### config.mk
export PLATFORM = sky130hd
export DESIGN_NAME = ls_test_seq
export DESIGN_NICKNAME = d
export VERILOG_FILES = /design/src/rtl/ls_test_seq.sv
export SDC_FILE = /design/constraint.sdc
export NUM_CORES = 1
export LEC_CHECK = 0
export CAP_MARGIN = 20
export CORE_UTILIZATION = 69
export DETAILED_ROUTE_END_ITERATION = 16
export DONT_BUFFER_PORTS = 1
export GPL_TIMING_DRIVEN = 0
export MAX_ROUTING_LAYER = met4
export PLACE_DENSITY = 0.9
export SYNTH_ARGS = -nofsm -noshare
export SYNTH_HDL_FRONTEND = slang
export SYNTH_SLANG_ARGS = --single-unit
### constraint.sdc
create_clock -name CLK -period 10.7 [get_ports CLK]
set_input_delay 1.07 -clock CLK [delete_from_list [all_inputs] [get_ports CLK]]
set_output_delay 1.07 -clock CLK [all_outputs]
set_load 0.03 [all_outputs]
### src/rtl/ls_test_seq.sv
// Sequencer for one lock-and-compare error-counter channel: clears the checker,
// enables the pattern generator, waits for lock, runs a compare window, drains
// the checker pipeline and captures the final error count with a status code.
module ls_test_seq #(
  parameter int unsigned CNT_W     = 12,
  parameter int unsigned WIN_W     = 24,
  parameter int unsigned CLR_CYC   = 4,
  parameter int unsigned LOCK_TO   = 1024,
  parameter int unsigned DRAIN_CYC = 3
) (
  input  logic             CLK,
  input  logic             RST_N,
  input  logic             START,
  input  logic             ABORT,
  input  logic [WIN_W-1:0] WINDOW_LEN,
  input  logic             CLK_SEL_CFG,
  input  logic             CHK_LOCKED,
  input  logic [CNT_W-1:0] CHK_ERR_CNT,
  output logic             CHK_RST,
  output logic             CHK_CLK_CTRL,
  output logic             RPG_EN,
  output logic             BUSY,
  output logic             DONE,
  output logic [1:0]       STATUS,
  output logic [CNT_W-1:0] RESULT
);

  // One shared counter serves CLEAR, ARM timeout and SETTLE; size it for the longest.
  localparam int unsigned SeqMax =
      (LOCK_TO > CLR_CYC) ? ((LOCK_TO > DRAIN_CYC) ? LOCK_TO : DRAIN_CYC)
                          : ((CLR_CYC > DRAIN_CYC) ? CLR_CYC : DRAIN_CYC);
  localparam int unsigned SeqW = (SeqMax > 1) ? $clog2(SeqMax) : 1;

  localparam logic [1:0] StsOk      = 2'b00;
  localparam logic [1:0] StsTimeout = 2'b01;
  localparam logic [1:0] StsOvf     = 2'b10;
  localparam logic [1:0] StsAbort   = 2'b11;

  typedef enum logic [2:0] {StIdle, StClear, StArm, StRun, StSettle, StCapture} state_e;

  state_e           state;
  logic [SeqW-1:0]  cnt;
  logic [WIN_W-1:0] win_len;
  logic [WIN_W-1:0] win_cnt;
  logic [CNT_W-1:0] prev_cnt;
  logic             ovf;
  logic             timed_out;
  logic             aborted;
  logic             wrap;

  // Error count wrapped from all-ones to zero while the window/drain is active.
  always_comb begin
    wrap = ((state == StRun) || (state == StSettle)) &&
           (CHK_ERR_CNT != prev_cnt) && (CHK_ERR_CNT == '0);
  end

  // Sequencer FSM with registered outputs.
  always_ff @(posedge CLK) begin
    if (!RST_N) begin
      state        <= StIdle;
      cnt          <= '0;
      win_len      <= '0;
      win_cnt      <= '0;
      prev_cnt     <= '0;
      ovf          <= 1'b0;
      timed_out    <= 1'b0;
      aborted      <= 1'b0;
      CHK_RST      <= 1'b1;
      CHK_CLK_CTRL <= 1'b0;
      RPG_EN       <= 1'b0;
      BUSY         <= 1'b0;
      DONE         <= 1'b0;
      STATUS       <= StsOk;
      RESULT       <= '0;
    end else begin
      DONE     <= 1'b0;
      prev_cnt <= CHK_ERR_CNT;
      if (wrap) ovf <= 1'b1;

      unique case (state)
        StIdle: begin
          CHK_RST <= 1'b1;
          RPG_EN  <= 1'b0;
          if (START) begin
            win_len      <= WINDOW_LEN;
            CHK_CLK_CTRL <= CLK_SEL_CFG;
            STATUS       <= StsOk;
            RESULT       <= '0;
            ovf          <= 1'b0;
            timed_out    <= 1'b0;
            aborted      <= 1'b0;
            cnt          <= '0;
            BUSY         <= 1'b1;
            state        <= StClear;
          end
        end

        StClear: begin
          if (ABORT) begin
            aborted <= 1'b1;
            RPG_EN  <= 1'b0;
            state   <= StCapture;
          end else if (cnt == SeqW'(CLR_CYC - 1)) begin
            cnt     <= '0;
            CHK_RST <= 1'b0;
            RPG_EN  <= 1'b1;
            state   <= StArm;
          end else begin
            cnt <= cnt + 1'b1;
          end
        end

        StArm: begin
          if (ABORT) begin
            aborted <= 1'b1;
            RPG_EN  <= 1'b0;
            state   <= StCapture;
          end else if (CHK_LOCKED) begin
            // Lock beats a coincident timeout; a zero window skips RUN entirely.
            if (win_len == '0) begin
              cnt    <= '0;
              RPG_EN <= 1'b0;
              state  <= StSettle;
            end else begin
              win_cnt <= win_len - WIN_W'(1);
              state   <= StRun;
            end
          end else if (cnt == SeqW'(LOCK_TO - 1)) begin
            timed_out <= 1'b1;
            RPG_EN    <= 1'b0;
            state     <= StCapture;
          end else begin
            cnt <= cnt + 1'b1;
          end
        end

        StRun: begin
          if (ABORT) begin
            aborted <= 1'b1;
            RPG_EN  <= 1'b0;
            state   <= StCapture;
          end else if (win_cnt == '0) begin
            cnt    <= '0;
            RPG_EN <= 1'b0;
            state  <= StSettle;
          end else begin
            win_cnt <= win_cnt - WIN_W'(1);
          end
        end

        StSettle: begin
          if (ABORT) begin
            aborted <= 1'b1;
            state   <= StCapture;
          end else if (cnt == SeqW'(DRAIN_CYC - 1)) begin
            state <= StCapture;
          end else begin
            cnt <= cnt + 1'b1;
          end
        end

        StCapture: begin
          if (aborted) begin
            STATUS <= StsAbort;
            RESULT <= CHK_ERR_CNT;
          end else if (timed_out) begin
            STATUS <= StsTimeout;
            RESULT <= CHK_ERR_CNT;
          end else if (ovf) begin
            STATUS <= StsOvf;
            RESULT <= '1;
          end else begin
            STATUS <= StsOk;
            RESULT <= CHK_ERR_CNT;
          end
          DONE    <= 1'b1;
          BUSY    <= 1'b0;
          CHK_RST <= 1'b1;
          RPG_EN  <= 1'b0;
          state   <= StIdle;
        end

        default: state <= StIdle;
      endcase
    end
  end

endmodule

==> implementation parameters <==
Parameter                              Value

Outcome
  Outcome    complete, no violations

Placement
  Routability-driven placement congestion ratio    1.044
  Post-DP HPWL    10270 µm
  Number of input and output port buffers inserted    0
  Worst slack at placement    6.129 ns

Power
  Reported leakage power    1.972 nW
  Part of the power in the clock network    0.292
  Int Pwr    533.7 µW
  Comb pwr share    0.243
  Power per standard cell area    155.2 mW/mm²
  Final total power    844.0 µW
  Net switching power    310.4 µW
  Switching fraction of total power    0.3677
  Worst IR Drop VDD    0.1001 mV
  Power share of the sequential group    0.465

Hold path
  Cell depth of the worst min-delay path    2
  Min-delay worst type    reg2reg
  Source of the worst hold timing path    win_len[21]$_SDFFE_PN0P_
  WHS Endpoint    win_len[21]$_SDFFE_PN0P_

Timing
  Worst-case setup margin in the final layout    5.837 ns
  Pin slew with the least headroom to its limit    0.8535 ns
  Unrepaired setup endpoints after global routing    no
  Minimum hold slack    0.4956 ns
  Shortest period the worst path allows    4.863 ns
  Max transition margin    0.4310
  Period utilization    0.4545
  Highest Clock Rate    205.6 MHz
  Final clock skew    0.01428 ns
  Final number of setup-violating endpoints    0
  Hold violation total from the final report    0
  Final Max Slew Viols    0
  TNS Setup    0 ns

Critical path
  Critical Path RT    10.99 ns
  Number of cell instances on the worst register-to-register path    13
  FF-to-FF setup slack    5.84 ns
  Worst Path Max Fanout    10
  R2R Path End    win_cnt[22]$_SDFFE_PN0P_
  Kind of launch point of the worst setup path    flop
  Data arrival time of the critical path    5.16 ns
  Worst setup path class    reg2reg
  Crit end category    flop
  R2R Path Start    state[1]$_SDFFE_PN0P_

Detailed routing
  Initial DRT Pass Iterations    6
  Detailed-route DRC error count    0
  Via Count    5242
  First DRT Iteration DRCs    473
  Wire length per cell after detailed routing    18.51 µm
  Wire length after detailed routing    14510 µm
  Vias per inst    6.686
  Number of antenna-violating nets in the routed design    0

Final layout
  Utilization after layout    0.7537
  Net total in the final layout    725
  Layout overhead on the synthesized area    6.389%
  Fraction of layout cells with a size suffix above 1    0.05985
  Number of antenna diodes    0

Global route
  Global-route usage over all layers    0.3830
  Total overflow reported by the global router    0
  Antenna violations before repair    0
  Number of global-route vias before repair    4704
  Global-route wire length before repair    22080 µm
  Maximum number of pins on one net before global-route repair    21

CTS
  CTS Hold Buffers Added    0
  Post-cts repair resize count    0
  Number of sinks on the clock net    95
  Maximum number of buffers from clock root to sink    2
  Number of buffers created by CTS    9
  Clock tree from TritonCTS    done
  Clock insertion delay at the later pin of the skew report    0.39 ns
  Clock-pin transition on the worst setup and hold timing paths    0.12 ns
  # Post-CTS Setup Buffers    0
  Clock Root Buffer    sky130_fd_sc_hd__clkbuf_8
  CTS H-tree depth    3

Synthesis
  FF+latch count, synth    95
  Mux share of post-synthesis cell area    0.01175
  Synth Flop Type    sky130_fd_sc_hd__dfxtp_1
  Post-synth cell types    68
  Parity-gate share of the synthesized area counting xor and xnor cells    0.03084
  Fraction of post-synthesis cell area in the top cell type by area    0.3721
  EDFF count, synth    0
  Dominant combinational cell family by area after synthesis    simple AND/OR/NAND/NOR gates
  Post-synth top cells    sky130_fd_sc_hd__nand2_1, sky130_fd_sc_hd__dfxtp_1, sky130_fd_sc_hd__a21oi_1
  Post-synthesis compound-gate area fraction    0.2024
  Post-Synth Simple-Gate Area    0.3324
  Ys Warns    0
  Synth Cell Area    0.005111 mm²
  Mean instance size in the synthesized netlist    7.640 µm²
  Largest area contributor in the synthesized netlist    sky130_fd_sc_hd__dfxtp_1
  Top post-synthesis cells by area    sky130_fd_sc_hd__dfxtp_1, sky130_fd_sc_hd__nand2_1, sky130_fd_sc_hd__a21oi_1, sky130_fd_sc_hd__nor2_1, sky130_fd_sc_hd__o21ai_0
  Area share of fa/ha/maj cells after synthesis    0.007344
  Portion of the post-synthesis area used by sequential elements    0.3721
  Number of cells produced by synthesis    669
  Library cell with the highest instance count after synthesis    sky130_fd_sc_hd__nand2_1
  Async set-reset flop share out of synthesis    0
  Synth Net Count    714

Floorplanning
  Die height    88.07 µm
  Full die area    0.007755 mm²
  Number of top-level pins    61
  Core Box Area    0.007214 mm²
  Die W    88.07 µm
  Number of cell rows    31
  Initial standard-cell utilization of the core    0.7085

Flow run
  Max Cap Viol    0
## critical path: stages, from the launching register on
cell	delay, ns
sky130_fd_sc_hd__dfxtp_1	0.37
sky130_fd_sc_hd__clkbuf_1	0.35
sky130_fd_sc_hd__and3b_1	0.37
sky130_fd_sc_hd__clkbuf_8	0.24
sky130_fd_sc_hd__buf_2	0.29
sky130_fd_sc_hd__buf_1	0.52
sky130_fd_sc_hd__mux2i_1	0.26
sky130_fd_sc_hd__ha_1	0.29
sky130_fd_sc_hd__nor3b_1	0.54
sky130_fd_sc_hd__nand3_1	0.22
sky130_fd_sc_hd__a22oi_1	0.73
sky130_fd_sc_hd__nand2_1	0.15
sky130_fd_sc_hd__a21boi_0	0.16
sky130_fd_sc_hd__o31a_1	0.27
## stage by stage
step / instance area (µm²) / instances
3_3_place_gp: 5235 / 768
4_1_cts: 5438 / 784
6_report: 5438 / 784
3_5_place_dp: 5235 / 768
2_1_floorplan: 5111 / 669
5_1_grt: 5438 / 784
## registers in the layout (all words and copies together), names as in the netlist
name / flops
BUSY: 1
CHK_CLK_CTRL: 1
CHK_RST: 1
DONE: 1
RESULT: 12
RPG_EN: 1
STATUS: 2
aborted: 1
cnt: 10
ovf: 1
prev_cnt: 12
state: 3
timed_out: 1
win_cnt: 24
win_len: 24
## worst max-delay path by stage
stage / start / end / slack (ns) / cells after the start
after floorplan: state[1]$_SDFFE_PN0P_ / win_cnt[22]$_SDFFE_PN0P_ / 7.18 / 13
after global placement: state[1]$_SDFFE_PN0P_ / win_cnt[22]$_SDFFE_PN0P_ / 6.21 / 13
after detailed placement: state[1]$_SDFFE_PN0P_ / win_cnt[22]$_SDFFE_PN0P_ / 6.13 / 13
after CTS: state[1]$_SDFFE_PN0P_ / win_cnt[22]$_SDFFE_PN0P_ / 6.09 / 13
after global routing: state[1]$_SDFFE_PN0P_ / win_cnt[22]$_SDFFE_PN0P_ / 5.66 / 13
final: state[1]$_SDFFE_PN0P_ / win_cnt[22]$_SDFFE_PN0P_ / 5.84 / 13
## power by group through the flow
stage | Clock (mW) | Sequential [mW] | Combinational (mW)
3_5_place_dp | 0 | 0.400 | 0.196
4_1_cts | 0.242 | 0.392 | 0.198
2_1_floorplan | 0 | 0.395 | 0.152
6_report | 0.246 | 0.393 | 0.205
3_3_place_gp | 0 | 0.400 | 0.191
5_1_grt | 0.255 | 0.395 | 0.223
## cells by family after synthesis
kind of cell,Yosys count
flops,95
buf+inv,49
mux,6
xor+xnor,18
simple gates,334
fa+ha+maj,3
compound gates,164
## metal layers
| metal | vias up | global-route usage | wire [µm] |
|---|---|---|---|
| li1 | 2423 | - | - |
| met3 | 63 | 0.09991 | 1504 |
| met5 | - | - | 0 |
| met4 | 0 | 0.2141 | 584 |
| met1 | 2420 | 0.4419 | 5758 |
| met2 | 336 | 0.6047 | 6664 |
## layout make-up
type	instances	area [µm²]
buffer	41	190.2
clock buffer	9	123.9
clock inverter	7	78.83
fill	552	1777
inverter	8	30.03
multi-input combinational	525	2989
sequential	95	1902
tap	99	123.9
## cells in the final DEF, fill, tap and decap left out, types with 3 or more instances in the layout
cell,count
sky130_fd_sc_hd__a21boi_0,5
sky130_fd_sc_hd__o22ai_1,4
sky130_fd_sc_hd__nor4_4,3
sky130_fd_sc_hd__o31a_1,3
sky130_fd_sc_hd__a311oi_1,3
sky130_fd_sc_hd__a211oi_1,4
sky130_fd_sc_hd__nand3b_1,3
sky130_fd_sc_hd__o21ai_0,35
sky130_fd_sc_hd__a21oi_1,62
sky130_fd_sc_hd__nand2b_1,4
sky130_fd_sc_hd__a21o_1,3
sky130_fd_sc_hd__and2_1,15
sky130_fd_sc_hd__and3_1,9
sky130_fd_sc_hd__or3b_1,5
sky130_fd_sc_hd__a31oi_1,14
sky130_fd_sc_hd__xor2_1,18
sky130_fd_sc_hd__nor3_1,18
sky130_fd_sc_hd__inv_1,8
sky130_fd_sc_hd__or4_1,8
sky130_fd_sc_hd__nand4_1,8
sky130_fd_sc_hd__ha_1,3
sky130_fd_sc_hd__and4_1,4
sky130_fd_sc_hd__nor2_1,54
sky130_fd_sc_hd__nor4_1,20
sky130_fd_sc_hd__o211ai_1,4
sky130_fd_sc_hd__a22o_1,3
sky130_fd_sc_hd__dfxtp_1,95
sky130_fd_sc_hd__nand3_1,24
sky130_fd_sc_hd__buf_2,6
sky130_fd_sc_hd__clkbuf_1,30
sky130_fd_sc_hd__o2111ai_1,3
sky130_fd_sc_hd__or3_1,7
sky130_fd_sc_hd__mux2i_1,6
sky130_fd_sc_hd__inv_6,3
sky130_fd_sc_hd__clkbuf_8,11
sky130_fd_sc_hd__nand2_1,136
No activity file was read; power rests on OpenSTA's default activity.
